`src/rtl/mem_arbiter_if.sv`:
```
// Bus bundle between the CPU port, the DMA/loader port, the RAM macro and mem_arbiter.
// The slave modport is the arbiter's view; master is the requester/RAM side.
interface mem_arbiter_if #(
  parameter int AW = 9,
  parameter int DW = 16
);
  logic [1:0]    cpu_cmd;
  logic [AW-1:0] cpu_addr;
  logic [DW-1:0] cpu_wdata;
  logic [DW-1:0] cpu_rdata;
  logic          cpu_ack;

  logic [1:0]    dma_cmd;
  logic [AW-1:0] dma_addr;
  logic [DW-1:0] dma_wdata;
  logic [DW-1:0] dma_rdata;
  logic          dma_ack;

  logic [AW-1:0] ram_addr;
  logic          ram_we;
  logic [DW-1:0] ram_wdata;
  logic [DW-1:0] ram_rdata;

  modport slave (
    input  cpu_cmd, cpu_addr, cpu_wdata, dma_cmd, dma_addr, dma_wdata, ram_rdata,
    output cpu_rdata, cpu_ack, dma_rdata, dma_ack, ram_addr, ram_we, ram_wdata
  );

  modport master (
    output cpu_cmd, cpu_addr, cpu_wdata, dma_cmd, dma_addr, dma_wdata, ram_rdata,
    input  cpu_rdata, cpu_ack, dma_rdata, dma_ack, ram_addr, ram_we, ram_wdata
  );
endinterface

```
`src/rtl/mem_arbiter.sv`:
```
// Two-port arbiter/sequencer for the shared single-port synchronous RAM.
// Define MEM_ARB_RR_EN for round-robin tie breaking; default is fixed CPU priority.
module mem_arbiter #(
  parameter int AW = 9,
  parameter int DW = 16
) (
  input  logic          clk,
  input  logic          reset,
  mem_arbiter_if.slave  bus,
  output logic          busy,
  output logic          owner
);

  localparam logic [1:0] CMD_READ  = 2'b01;
  localparam logic [1:0] CMD_WRITE = 2'b10;

  typedef enum logic [1:0] {IDLE, ACCESS, WAIT, RESP} state_t;

  state_t        state, state_next;
  logic          op_write;
  logic          cpu_req, dma_req;
  logic          tie_dma;
  logic          grant_dma;
  logic [1:0]    win_cmd;
  logic [AW-1:0] win_addr;
  logic [DW-1:0] win_wdata;

`ifdef MEM_ARB_RR_EN
  logic rr_last;

  always_ff @(posedge clk) begin
    if (reset) begin
      rr_last <= 1'b1;
    end else if (state == IDLE && state_next == ACCESS) begin
      rr_last <= grant_dma;
    end
  end

  // On a tie the port that was not granted last wins.
  assign tie_dma = ~rr_last;
`else
  assign tie_dma = 1'b0;
`endif

  always_comb begin
    cpu_req    = (bus.cpu_cmd == CMD_READ) || (bus.cpu_cmd == CMD_WRITE);
    dma_req    = (bus.dma_cmd == CMD_READ) || (bus.dma_cmd == CMD_WRITE);
    grant_dma  = 1'b0;
    state_next = state;
    case (state)
      IDLE: begin
        if (cpu_req || dma_req) begin
          state_next = ACCESS;
          grant_dma  = dma_req && (!cpu_req || tie_dma);
        end
      end
      ACCESS:  state_next = op_write ? RESP : WAIT;
      WAIT:    state_next = RESP;
      RESP:    state_next = IDLE;
      default: state_next = IDLE;
    endcase
    win_cmd   = grant_dma ? bus.dma_cmd   : bus.cpu_cmd;
    win_addr  = grant_dma ? bus.dma_addr  : bus.cpu_addr;
    win_wdata = grant_dma ? bus.dma_wdata : bus.cpu_wdata;
  end

  // ram_addr/ram_wdata double as the latched request; they hold until the next grant.
  always_ff @(posedge clk) begin
    if (reset) begin
      state         <= IDLE;
      op_write      <= 1'b0;
      owner         <= 1'b0;
      busy          <= 1'b0;
      bus.ram_addr  <= '0;
      bus.ram_wdata <= '0;
      bus.ram_we    <= 1'b0;
      bus.cpu_ack   <= 1'b0;
      bus.dma_ack   <= 1'b0;
      bus.cpu_rdata <= '0;
      bus.dma_rdata <= '0;
    end else begin
      state       <= state_next;
      busy        <= (state_next != IDLE);
      bus.ram_we  <= 1'b0;
      bus.cpu_ack <= 1'b0;
      bus.dma_ack <= 1'b0;

      if (state == IDLE && state_next == ACCESS) begin
        owner         <= grant_dma;
        op_write      <= (win_cmd == CMD_WRITE);
        bus.ram_addr  <= win_addr;
        bus.ram_wdata <= win_wdata;
        bus.ram_we    <= (win_cmd == CMD_WRITE);
      end

      if (state == WAIT) begin
        if (owner) bus.dma_rdata <= bus.ram_rdata;
        else       bus.cpu_rdata <= bus.ram_rdata;
      end

      if (state_next == RESP) begin
        bus.cpu_ack <= ~owner;
        bus.dma_ack <= owner;
      end
    end
  end

endmodule

```
`src/flat_wrapper.sv`:
```
// flat-port wrapper written by rule: the top's interface ports become plain ports
module mem_arbiter_flat 
#(
  parameter int AW = 9,
  parameter int DW = 16
)
  (clk, reset, busy, owner, bus_cpu_cmd, bus_cpu_addr, bus_cpu_wdata, bus_dma_cmd, bus_dma_addr, bus_dma_wdata, bus_ram_rdata, bus_cpu_rdata, bus_cpu_ack, bus_dma_rdata, bus_dma_ack, bus_ram_addr, bus_ram_we, bus_ram_wdata);
  mem_arbiter_if #(.AW(AW), .DW(DW)) bus_i ();
  input  logic clk;
  input  logic reset;
  output logic busy;
  output logic owner;
  input wire logic [$bits(bus_i.cpu_cmd)-1:0] bus_cpu_cmd;
  input wire logic [$bits(bus_i.cpu_addr)-1:0] bus_cpu_addr;
  input wire logic [$bits(bus_i.cpu_wdata)-1:0] bus_cpu_wdata;
  input wire logic [$bits(bus_i.dma_cmd)-1:0] bus_dma_cmd;
  input wire logic [$bits(bus_i.dma_addr)-1:0] bus_dma_addr;
  input wire logic [$bits(bus_i.dma_wdata)-1:0] bus_dma_wdata;
  input wire logic [$bits(bus_i.ram_rdata)-1:0] bus_ram_rdata;
  output wire logic [$bits(bus_i.cpu_rdata)-1:0] bus_cpu_rdata;
  output wire logic [$bits(bus_i.cpu_ack)-1:0] bus_cpu_ack;
  output wire logic [$bits(bus_i.dma_rdata)-1:0] bus_dma_rdata;
  output wire logic [$bits(bus_i.dma_ack)-1:0] bus_dma_ack;
  output wire logic [$bits(bus_i.ram_addr)-1:0] bus_ram_addr;
  output wire logic [$bits(bus_i.ram_we)-1:0] bus_ram_we;
  output wire logic [$bits(bus_i.ram_wdata)-1:0] bus_ram_wdata;
  assign bus_i.cpu_cmd = bus_cpu_cmd;
  assign bus_i.cpu_addr = bus_cpu_addr;
  assign bus_i.cpu_wdata = bus_cpu_wdata;
  assign bus_i.dma_cmd = bus_dma_cmd;
  assign bus_i.dma_addr = bus_dma_addr;
  assign bus_i.dma_wdata = bus_dma_wdata;
  assign bus_i.ram_rdata = bus_ram_rdata;
  assign bus_cpu_rdata = bus_i.cpu_rdata;
  assign bus_cpu_ack = bus_i.cpu_ack;
  assign bus_dma_rdata = bus_i.dma_rdata;
  assign bus_dma_ack = bus_i.dma_ack;
  assign bus_ram_addr = bus_i.ram_addr;
  assign bus_ram_we = bus_i.ram_we;
  assign bus_ram_wdata = bus_i.ram_wdata;
  mem_arbiter #(.AW(AW), .DW(DW)) u_core (.clk(clk), .reset(reset), .bus(bus_i), .busy(busy), .owner(owner));
endmodule
```
`config.mk`:
```
export PLATFORM = sky130hd
export DESIGN_NAME = mem_arbiter_flat
export DESIGN_NICKNAME = d
export VERILOG_FILES = /design/src/rtl/mem_arbiter_if.sv /design/src/rtl/mem_arbiter.sv /design/src/flat_wrapper.sv
export SDC_FILE = /design/constraint.sdc
export NUM_CORES = 1
export LEC_CHECK = 0
export BUFFER_PORTS_ARGS = -buffer_cell sky130_fd_sc_hd__buf_2
export CAP_MARGIN = 20
export CORE_UTILIZATION = 35
export CTS_CLUSTER_DIAMETER = 80
export CTS_CLUSTER_SIZE = 25
export DETAILED_ROUTE_END_ITERATION = 7
export GPL_TIMING_DRIVEN = 0
export PLACE_DENSITY = 0.68
export SYNTH_ARGS = -nofsm -noshare
export SYNTH_HDL_FRONTEND = slang
export SYNTH_SLANG_ARGS = --single-unit
```
`constraint.sdc`:
```
create_clock -name clk -period 5.21 [get_ports clk]
set_input_delay 0.521 -clock clk [delete_from_list [all_inputs] [get_ports clk]]
set_output_delay 0.521 -clock clk [all_outputs]
set_load 0.02 [all_outputs]
```
## Word level (Yosys, flattened, before mapping)

Cells that the tools add are included.

- Magnitude comparators: 0
- $mul: 0
- Bitwise logic cells: 3
- Reduce and logical (&&, ||, !) cells: 12
- Muxes and demuxes: 8
- $add $sub $neg: 0
- Shifts and indexed selects: 0
- Equality and inequality tests: 10
- Divide/modulo/power cells: 0

Operators with widths:

| operator | count |
|---|---|
| two-way mux 16 bit | 1 |
| == test 2 bit, second input constant | 6 |
| two-way mux 9 bit | 1 |
| == test 2 x 1 -> 1 bit, second input constant | 4 |
| case mux 2 bit (4 select lines) | 1 |
| two-way mux 2 bit | 2 |
| AND reduction 2 bit | 2 |
| OR reduction 2 bit | 2 |
| logical OR 1 bit | 3 |
| two-way mux 1 bit | 3 |
| NOT 1 bit | 3 |
| logical AND 1 bit | 2 |
| logical NOT 2 bit | 1 |
| nonzero test 2 bit | 1 |
| logical NOT 1 bit | 1 |

- Bits of input ports: 72
- RAM bits: 0
- Logic and storage cells: 44
- Memories: 0
- ROM bits: 0
- Latch bits: 0
- Register bits: 65

## Logic depth before layout (Yosys ltp)

Gate-level depths: netlist (run 1).

- Word-level depth: 9
- Gate-level depth with buffers: 7
- Depth with buffers taken out: 6

## Worst setup path after synthesis (run 1)

Ideal clock, no wire load.

- Kind: register -> register
- From: reg u_core.state[0]
- To: reg u_core.bus.ram_addr[5]
- Setup slack: 3.576 ns
- Stages on the path, launching flop included: 8
- Data required time: 5.122 ns
- Data arrival time: 1.546 ns
- Clock period less this slack: 1.634 ns
- Cells stage by stage: dfxtp_1 -> inv_1 -> ha_1 -> nand2b_1 -> a31oi_4 -> buf_4 -> nor2_1 -> a311oi_2

- Cells in the longest elaborated chain, start to end: 4

RTL lines:

| what | RTL line | text |
|---|---|---|
| from (decl) | mem_arbiter.sv:19 | `state_t state, state_next;` |
| from (signal assigned) | mem_arbiter.sv:82 | `state <= state_next;` |
| == test 2 bit (tied with other cells) | mem_arbiter.sv:50 | `case (state)` |
| case mux 2 bit (4 select lines) (*) | mem_arbiter.sv:50 |  |
| via u_core.state_next[1] | mem_arbiter.sv:19 |  |
| == test 2 x 1 -> 1 bit (*) | mem_arbiter.sv:88 | `if (state == IDLE && state_next == ACCESS) begin` |
| logical AND 1 bit (*) | mem_arbiter.sv:88 |  |
| to (signal assigned) | mem_arbiter.sv:91 | `bus.ram_addr <= win_addr;` |
| to (decl) | mem_arbiter_if.sv:26 | `output cpu_rdata, cpu_ack, dma_rdata, dma_ack, ram_addr, ram_we, ram_wdata` |

Mark *: on every way through the listed nets, which the timed path passes. The rest lies on a longest branch.
A chain may end at the register's enable or synchronous reset.

## Final worst setup path (run 1)

Ends and elaborated chain as after synthesis.

==> results of run 1 <==
## report_power, final
group,switching [mW],internal (mW),leakage [nW]
Combinational,0.511,0.297,1.04
Sequential,0.0543,0.614,0.531
Clock,0.208,0.185,0.0805
## area by class of cell
class	count	area [sq um]	share of cell area, %
plain buffers	24	138	3.83
clock buffers	10	138	3.83
clock inverters	6	43.8	1.22
inverters	5	18.8	0.522
multi-input cells	224	1170	32.6
flip-flops and latches	65	1300	36.2
well taps	99	124	3.45
repair buffers	132	661	18.4
## logic make-up after synthesis
kind of cell / count (synthesis) / synth area share (%)
buf+inv: 29 / 5.95
flops: 65 / 49.5
mux: 1 / 0.381
xor+xnor: 3 / 1.29
compound gates: 61 / 17.7
simple gates: 155 / 23.4
fa+ha+maj: 4 / 1.81
## critical path: stages, from the launching register on
cell and delay (ns):
dfxtp_1 0.34, inv_1 0.12, ha_1 0.34, nand2b_1 0.21, a31oi_4 0.28, buf_4 0.23
nor2_1 0.07, a311oi_2 0.24
## routing by layer
layer,GRT usage (%),up-vias,routed length [microns]
met4,8.80,0,132
met5,0,-,0
met1,21.4,1182,3160
li1,-,1348,-
met3,7.37,12,659
met2,32.4,104,3400
## registers in the layout (all words and copies together) (netlist names)
signal                cells
u_core.state              2
u_core.bus.cpu_ack        1
u_core.bus.dma_rdata     16
u_core.bus.ram_addr       9
u_core.bus.ram_we         1
u_core.bus.dma_ack        1
u_core.bus.cpu_rdata     16
u_core.owner              1
u_core.op_write           1
u_core.busy               1
u_core.bus.ram_wdata     16
## final timing paths
kind | start | to | cells past startpoint
worst max-delay path | u_core.state[0] | u_core.bus.ram_addr[5] | 7
worst min-delay path | bus_ram_rdata[3] | u_core.bus.dma_rdata[3] | 3
worst max register to register | u_core.state[0] | u_core.bus.ram_addr[5] | 7
worst min register to register | u_core.bus.dma_rdata[3] | u_core.bus.dma_rdata[3] | 2
## cell usage in the layout (no fill, tap or decap), drive strengths merged, types with 2 or more instances in the layout
cell type and instances:
and3 3, a21oi 32, inv 5, dfxtp 65
buf 143, clkinvlp 4, ha 3, nor2 27
clkbuf 23, xnor2 2, a311oi 25, clkinv 2
nand2 115, nand2b 2
==> impl_metrics.tcl, run 1 <==
set metrics [dict create \
    p_leak_nw 1.65 \
    clock_path_buffers 2 \
    slew_viol_final 0 \
    synthesis.instances 318 \
    synthTopCellsByArea "dfxtp_1 50%, nand2_1 16%, a21oi_1 6.1%" \
    hold_buffers 0 \
    syn2layout_area_growth_pct 36.7 \
    wirelength_microns 7360 \
    num_vias 2646 \
    insertion_delay_ns 0.35 \
    yosysMostFrequentCell "nand2_1" \
    cp.required_ns 5.47 \
    endpoint_kind "flop" \
    grt_max_degree 13 \
    arrival_ns 2.18 \
    synth_enable_flop_cells 0 \
    netlist_area_sq_um 2630 \
    hold_viol 0 \
    instances_no_fill 565 \
    synth_common_cells "115 x nand2_1, 65 x dfxtp_1, 32 x a21oi_1" \
    critPathKind "flop to flop" \
    fp.dieArea_sq_um 7860 \
    final_util_pct 49.6 \
    synth_top_area_share_pct 49.5 \
    post-route-cell-area_sq_um 3590 \
    cts_sinks 65 \
    reg2reg_slack_ns 3.28 \
    via_per_inst 4.68 \
    dieWidth_microns 88.7 \
    drc 0 \
    htreeDepth 3 \
    min-delay-path-class "primary input to flop" \
    post_cts_buffers 0 \
    drtIter0Drc 47 \
    fin_skew_ns 0.00693 \
    grt_pass1_wl_microns 11300 \
    rows 31 \
    synth_top_area_cell "dfxtp_1" \
    path_clk_slew_ns 0.08 \
    grt_overflow 0 \
    ys_seq_area_share_pct 49.5 \
    ys_warn_count 0 \
    setup_viol 0 \
    holdWs_ns 0.413 \
    cts_root_buffer "clkbuf_8" \
    dp_hpwl_microns 5600 \
    grt_use_total_pct 19.2 \
    synth_seq_cells 65 \
    grt_pass1_vias 2446 \
    syn-num-nets 393 \
    cts_tree "yes" \
    place_ws_ns 3.30 \
    numCtsBuffers 9 \
    tightestPinTransition_ns 0.578 \
    synth_cell_types 33 \
    slew_headroom_pct 61.5 \
    powerDensity_nw_per_um2 520 \
    antenna_cells 0 \
    max-cap-violations 0 \
    fmax_ghz 0.519 \
    dr.pass1.iters 4 \
    status "finished, final reports clean" \
    ctsResizeCount 0 \
    finalSetupTns_ns 0 \
    syn_avg_cell_area_sq_um 8.27 \
    rsz0062_at_grt "false" \
    peakVddDrop_mv 0.331 \
    synth_top_flop_cell "dfxtp_1" \
    crit_path_start_kind "flop" \
    fp.dieH_microns 88.7 \
    portBuffers 132 \
    layout.nets 536 \
    period_share_pct 37.0 \
    antenna_found_initial 0 \
    period_needed_ns 1.93 \
    postLayoutSetupSlackWorst_ns 3.28 \
    place_inst 549 \
    async_flop_share_pct 0 \
    ant_nets 0 \
    placed_area_sq_um 3410 \
    n_fill_cell 758 \
    core_area_sq_um 7250 \
    total_power_mw 1.87 \
    wl_per_cell_microns 13.0 \
    start_util_pct 36.2 \
    ios 134 \
    path_max_fanout 10 \
    drive_above_1_share_pct 36.5 \
    place_congestion 0.728 \
]
Note: power is estimated with default switching activity, not from simulation.
==> inputs of run 2 (changes only) <==
--- a/config.mk
+++ b/config.mk
@@ -12,7 +12,7 @@
 export CTS_CLUSTER_SIZE = 25
 export DETAILED_ROUTE_END_ITERATION = 7
 export GPL_TIMING_DRIVEN = 0
-export PLACE_DENSITY = 0.68
+export PLACE_DENSITY = 0.71
 export SYNTH_ARGS = -nofsm -noshare
 export SYNTH_HDL_FRONTEND = slang
 export SYNTH_SLANG_ARGS = --single-unit
==> constraint.sdc (replaced) <==
create_clock -name clk -period 1.6 [get_ports clk]
set_input_delay 0.16 -clock clk [delete_from_list [all_inputs] [get_ports clk]]
set_output_delay 0.16 -clock clk [all_outputs]
set_load 0.02 [all_outputs]
==> run 2 against run 1 <==
Against the previous run:
- register-to-register slack lost 3.3 ns
- critical endpoint is now u_core.owner
- critical path type unchanged
- first-iteration DRC count grew 32%
- routed wire length grew 2.9%
- flip-flop and latch count is the same
- largest cell class unchanged
- critical path depth grew 1
- sequential share of layout area shrank 3.6 points
- sequential power grew to 3.3 times the previous value
==> impl_metrics.tcl, run 2 (synthesized netlist as in run 1, its figures left out) <==
set metrics [dict create \
    dp_hpwl_microns 5420 \
    htreeDepth 3 \
    ant_nets 0 \
    netSwitchingFraction_pct 36.7 \
    peakVddDrop_mv 1.28 \
    numCtsBuffers 9 \
    combinationalPowerShare_pct 50.1 \
    cts_sinks 65 \
    wirelength_microns 7570 \
    start_util_pct 36.2 \
    wl_per_cell_microns 13.1 \
    grt_overflow 0 \
    layout.nets 547 \
    ff2ff_path_depth 8 \
    path_max_fanout 6 \
    path_clk_slew_ns 0.07 \
    grt_max_degree 17 \
    syn2layout_area_growth_pct 52.0 \
    critical-path-slowest-cell "dfxtp_2" \
    cts_tree "yes" \
    fp.dieH_microns 88.7 \
    dieWidth_microns 88.7 \
    period_share_pct 99.6 \
    postLayoutSetupSlackWorst_ns 0.00682 \
    drive_above_1_share_pct 43.8 \
    clock_path_buffers 2 \
    critPathCapture "u_core.owner" \
    placed_area_sq_um 3430 \
    slew_viol_final 0 \
    p_switching_mw 2.84 \
    fp.dieArea_sq_um 7860 \
    pwr-share-seq_pct 28.4 \
    biggestRegsByFlops "u_core.bus.cpu_rdata x16, u_core.bus.dma_rdata x16, u_core.bus.ram_wdata x16" \
    portBuffers 132 \
    final_common_cell "buf_2" \
    place_congestion 0.750 \
    drc 0 \
    critPathMaxStageDelay_ns 0.34 \
    endpoint_kind "flop" \
    min-delay-path-class "primary input to flop" \
    layout_common_cells "135 x buf_2, 114 x nand2_1, 63 x dfxtp_1" \
    reg2reg_slack_ns 0.007 \
    grt_use_total_pct 18.9 \
    via_per_inst 4.74 \
    drtIter0Drc 62 \
    slew_headroom_pct 55.8 \
    insertion_delay_ns 0.34 \
    hold_viol 0 \
    powerDensity_nw_per_um2 1940 \
    hp-start "bus_ram_rdata[0]" \
    core_area_sq_um 7250 \
    crit_path_start "u_core.state[1]" \
    antenna_found_initial 0 \
    place_ws_ns -0.235 \
    period_needed_ns 1.59 \
    tightestPinTransition_ns 0.664 \
    num_vias 2731 \
    fin_skew_ns 0.00811 \
    r2r-start "u_core.state[1]" \
    final_util_pct 55.1 \
    grt_pass1_vias 2442 \
    r2r-end "u_core.owner" \
    path_buf_inv 3 \
    ios 134 \
    path_depth 8 \
    post-route-cell-area_sq_um 4000 \
    grt_pass1_wl_microns 11200 \
    critPathKind "flop to flop" \
    arrival_ns 1.81 \
    rows 31 \
    antenna_cells 0 \
    rsz0062_at_grt "true" \
    worstPathCellList "inv_2 > ha_4 > nand2b_4 > a31oi_4 > buf_12 > buf_8 > mux2i_1 > nor2_1" \
    dr.pass1.iters 4 \
    p_leak_nw 1.83 \
    crit_path_start_kind "flop" \
    path_delay_family "flip-flops" \
    cp.required_ns 1.82 \
    status "finished, final reports clean" \
    max-cap-violations 0 \
    setup_viol 0 \
    p_clk_share_pct 21.4 \
    cts_root_buffer "clkbuf_8" \
    p_int_mw 4.90 \
    fmax_ghz 0.628 \
]
[run 2: power groups by stage]
stage	clock, mW	sequential, mW	combinational [mW]
after CTS	1.69	2.19	3.65
after global routing	1.77	2.24	4.18
after floorplan	0	2.61	1.54
after global placement	0	2.20	2.69
final	1.66	2.20	3.88
after detailed placement	0	2.21	2.74
[run 2: worst min-delay path: stages]
cell and delay, ns:
buf_2 0.10, nand2_1 0.05, a21oi_1 0.05
[run 2: worst min path at each step]
stage	to	slack (ns)	depth (start not counted)
after floorplan	u_core.bus.cpu_rdata[0]	0.30	2
after global placement	u_core.bus.cpu_rdata[0]	0.41	3
after detailed placement	u_core.bus.dma_rdata[0]	0.42	3
after CTS	u_core.bus.dma_rdata[0]	0.05	3
after global routing	u_core.bus.cpu_rdata[0]	0.05	3
final	u_core.bus.cpu_rdata[0]	0.06	3
[run 2: area by class of cell]
cell class                 instances  area, sq um
fill                             710         3260
sequential                        65         1300
multi-input combinational        224         1280
timing repair buffer             146          847
buffer                            21          183
clock buffer                      11          131
tap                               99          124
clock inverter                     5          104
inverter                           5         21.3
[run 2: metrics by stage]
stage / hold slack, ns / instances / power (mW) / setup TNS (ns)
global route: 0.0539 / 576 / 8.19 / -0.599
CTS: 0.0455 / 573 / 7.53 / -0.0111
floorplan: 0.296 / 318 / 4.15 / 0
global placement: 0.413 / 549 / 4.89 / -5.54
finish: 0.0624 / 576 / 7.74 / 0
detailed placement: 0.418 / 549 / 4.95 / -7.80
[run 2: timing repair]
action                                  CTS  global route
resized for setup                        32            19
hold buffers                              0             0
endpoints found under the setup margin   48            53
pin swaps                                19             6
cloned                                    4             1
buffers inserted                          7             3
[run 2: per-layer routing]
layer	global-route usage, %	up-vias	part of all wire (%)
met5	0	-	0
met4	7.48	0	2.0
met3	6.44	14	8.2
met2	33.1	123	48
met1	21.1	1224	41
li1	-	1370	-
==> inputs of run 3 (changes only) <==
--- a/config.mk
+++ b/config.mk
@@ -5,7 +5,7 @@
 export SDC_FILE = /design/constraint.sdc
 export NUM_CORES = 1
 export LEC_CHECK = 0
-export BUFFER_PORTS_ARGS = -buffer_cell sky130_fd_sc_hd__buf_2
+export BUFFER_PORTS_ARGS = -buffer_cell sky130_fd_sc_hd__buf_4
 export CAP_MARGIN = 20
 export CORE_UTILIZATION = 35
 export CTS_CLUSTER_DIAMETER = 80
==> run 3 against run 2 <==
Against the previous run:
- maximum frequency increased by 0.17%
- power decreased by 6.2%
- global-route usage increased by 0.37 points
- routed wire length decreased by 2.3%
- hold slack improved by 0.0094 ns
==> impl_metrics.tcl, run 3 (synthesized netlist as in run 1, its figures left out) <==
set metrics [dict create \
    p_leak_nw 1.81 \
    htreeDepth 3 \
    syn2layout_area_growth_pct 56.3 \
    tightestPinTransition_ns 0.610 \
    cts_tree "yes" \
    portBuffers 132 \
    crit_path_start_kind "flop" \
    place_ws_ns -0.239 \
    netSwitchingFraction_pct 35.8 \
    path_max_fanout 8 \
    endpoint_kind "flop" \
    p_switching_mw 2.60 \
    slew_viol_final 0 \
    numCtsBuffers 9 \
    antenna_cells 0 \
    ant_nets 0 \
    rsz0062_at_grt "true" \
    biggestRegsByFlops "u_core.bus.cpu_rdata x16, u_core.bus.dma_rdata x16, u_core.bus.ram_wdata x16" \
    clock_path_buffers 2 \
    cp.required_ns 1.86 \
    wirelength_microns 7390 \
    drc 0 \
    start_util_pct 36.2 \
    multi_input_area_sq_um 1200 \
    seqCellArea_sq_um 1300 \
    p_int_mw 4.66 \
    p_clk_share_pct 23.5 \
    max-cap-violations 0 \
    fp.dieH_microns 88.7 \
    final_common_cell "buf_4" \
    core_area_sq_um 7250 \
    period_needed_ns 1.59 \
    grt_pass1_wl_microns 11500 \
    ios 134 \
    drive_above_1_share_pct 40.0 \
    layout_common_cells "138 x buf_4, 114 x nand2_1, 63 x dfxtp_1" \
    cts_root_buffer "clkbuf_8" \
    status "finished, final reports clean" \
    layout.nets 538 \
    dp_hpwl_microns 5520 \
    grt_use_total_pct 19.3 \
    setup_viol 0 \
    fmax_ghz 0.629 \
    period_share_pct 99.4 \
    path_clk_slew_ns 0.08 \
    drtIter0Drc 67 \
    grt_pass1_vias 2495 \
    cts_sinks 65 \
    powerDensity_nw_per_um2 1770 \
    grt_overflow 0 \
    hold_viol 0 \
    pwr-share-seq_pct 30.4 \
    grt_max_degree 17 \
    hold_buffers 0 \
    antenna_found_initial 0 \
    min-delay-path-class "primary input to flop" \
    via_per_inst 4.77 \
    holdWs_ns 0.0718 \
    postLayoutSetupSlackWorst_ns 0.00949 \
    placed_area_sq_um 3760 \
    n_fill_cell 666 \
    fp.dieArea_sq_um 7860 \
    critPathKind "flop to flop" \
    slew_headroom_pct 59.4 \
    post-route-cell-area_sq_um 4110 \
    arrival_ns 1.85 \
    num_vias 2704 \
    place_congestion 0.765 \
    dieWidth_microns 88.7 \
    peakVddDrop_mv 0.974 \
    insertion_delay_ns 0.34 \
    fin_skew_ns 0.00864 \
    rows 31 \
    dr.pass1.iters 4 \
    combinationalPowerShare_pct 46.1 \
    wl_per_cell_microns 13.0 \
]
run 3: cell count changes in the layout (fill, tap and decap cells not counted), moves of 4 or more:
cell	change
a311oi_1	+8
a311oi_2	-8
buf_2	-133
buf_4	+129
nor2_1	+4
run 3: layout make-up:
class | instances | area share [%]
inverters | 5 | 0.518
well taps | 99 | 3.02
clock buffers | 11 | 3.44
multi-input cells | 224 | 29.3
flip-flops and latches | 65 | 31.7
clock inverters | 5 | 2.50
repair buffers | 138 | 25.8
plain buffers | 20 | 3.69
run 3: worst max-delay path, cell delays in order (launching register included):
cell,delay [ns]
dfxtp_2,0.36
inv_4,0.05
ha_4,0.23
nand2b_4,0.15
a31oi_4,0.16
buf_12,0.15
buf_4,0.14
nor2_1,0.05
a311oi_2,0.22
run 3: worst paths after layout:
kind                                          startpoint                  endpoint  slack, ns  cells after the start
worst min-delay path                    bus_ram_rdata[1]   u_core.bus.dma_rdata[1]       0.07                      3
worst max register to register           u_core.state[0]   u_core.bus.ram_wdata[6]      0.009                      8
worst min register to register  u_core.bus.cpu_rdata[13]  u_core.bus.cpu_rdata[13]       0.46                      2
worst max-delay path                     u_core.state[0]   u_core.bus.ram_wdata[6]      0.009                      8
run 3: through the flow:
step	cells	setup TNS [ns]	utilization, %	power, mW
finish	567	0	56.6	7.26
global route	567	-0.630	56.6	7.69
CTS	566	0	56.2	7.21
detailed placement	549	-7.86	51.9	5.20
global placement	549	-5.54	51.9	5.14
floorplan	318	0	-	4.15
run 3: per-layer routing:
layer | GRT usage [%] | routed length [microns] | up-vias
met1 | 22.7 | 3030 | 1213
met2 | 31.5 | 3480 | 130
li1 | - | - | 1352
met4 | 6.60 | 89 | 0
met5 | 0 | 0 | -
met3 | 8.21 | 800 | 9
run 3: power groups by stage:
stage | Combinational [mW] | Clock (mW) | Sequential, mW
2_1_floorplan | 1.54 | 0 | 2.61
3_3_place_gp | 2.92 | 0 | 2.22
3_5_place_dp | 2.98 | 0 | 2.22
4_1_cts | 3.27 | 1.74 | 2.21
5_1_grt | 3.63 | 1.81 | 2.25
6_report | 3.35 | 1.71 | 2.21
run 3: what timing repair did:
item                                    4_1_cts  5_1_grt
gates cloned                                  1        0
endpoints found under the setup margin       48       46
pin swaps                                     1       12
setup buffers                                 2        3
gates resized for setup                      12        6
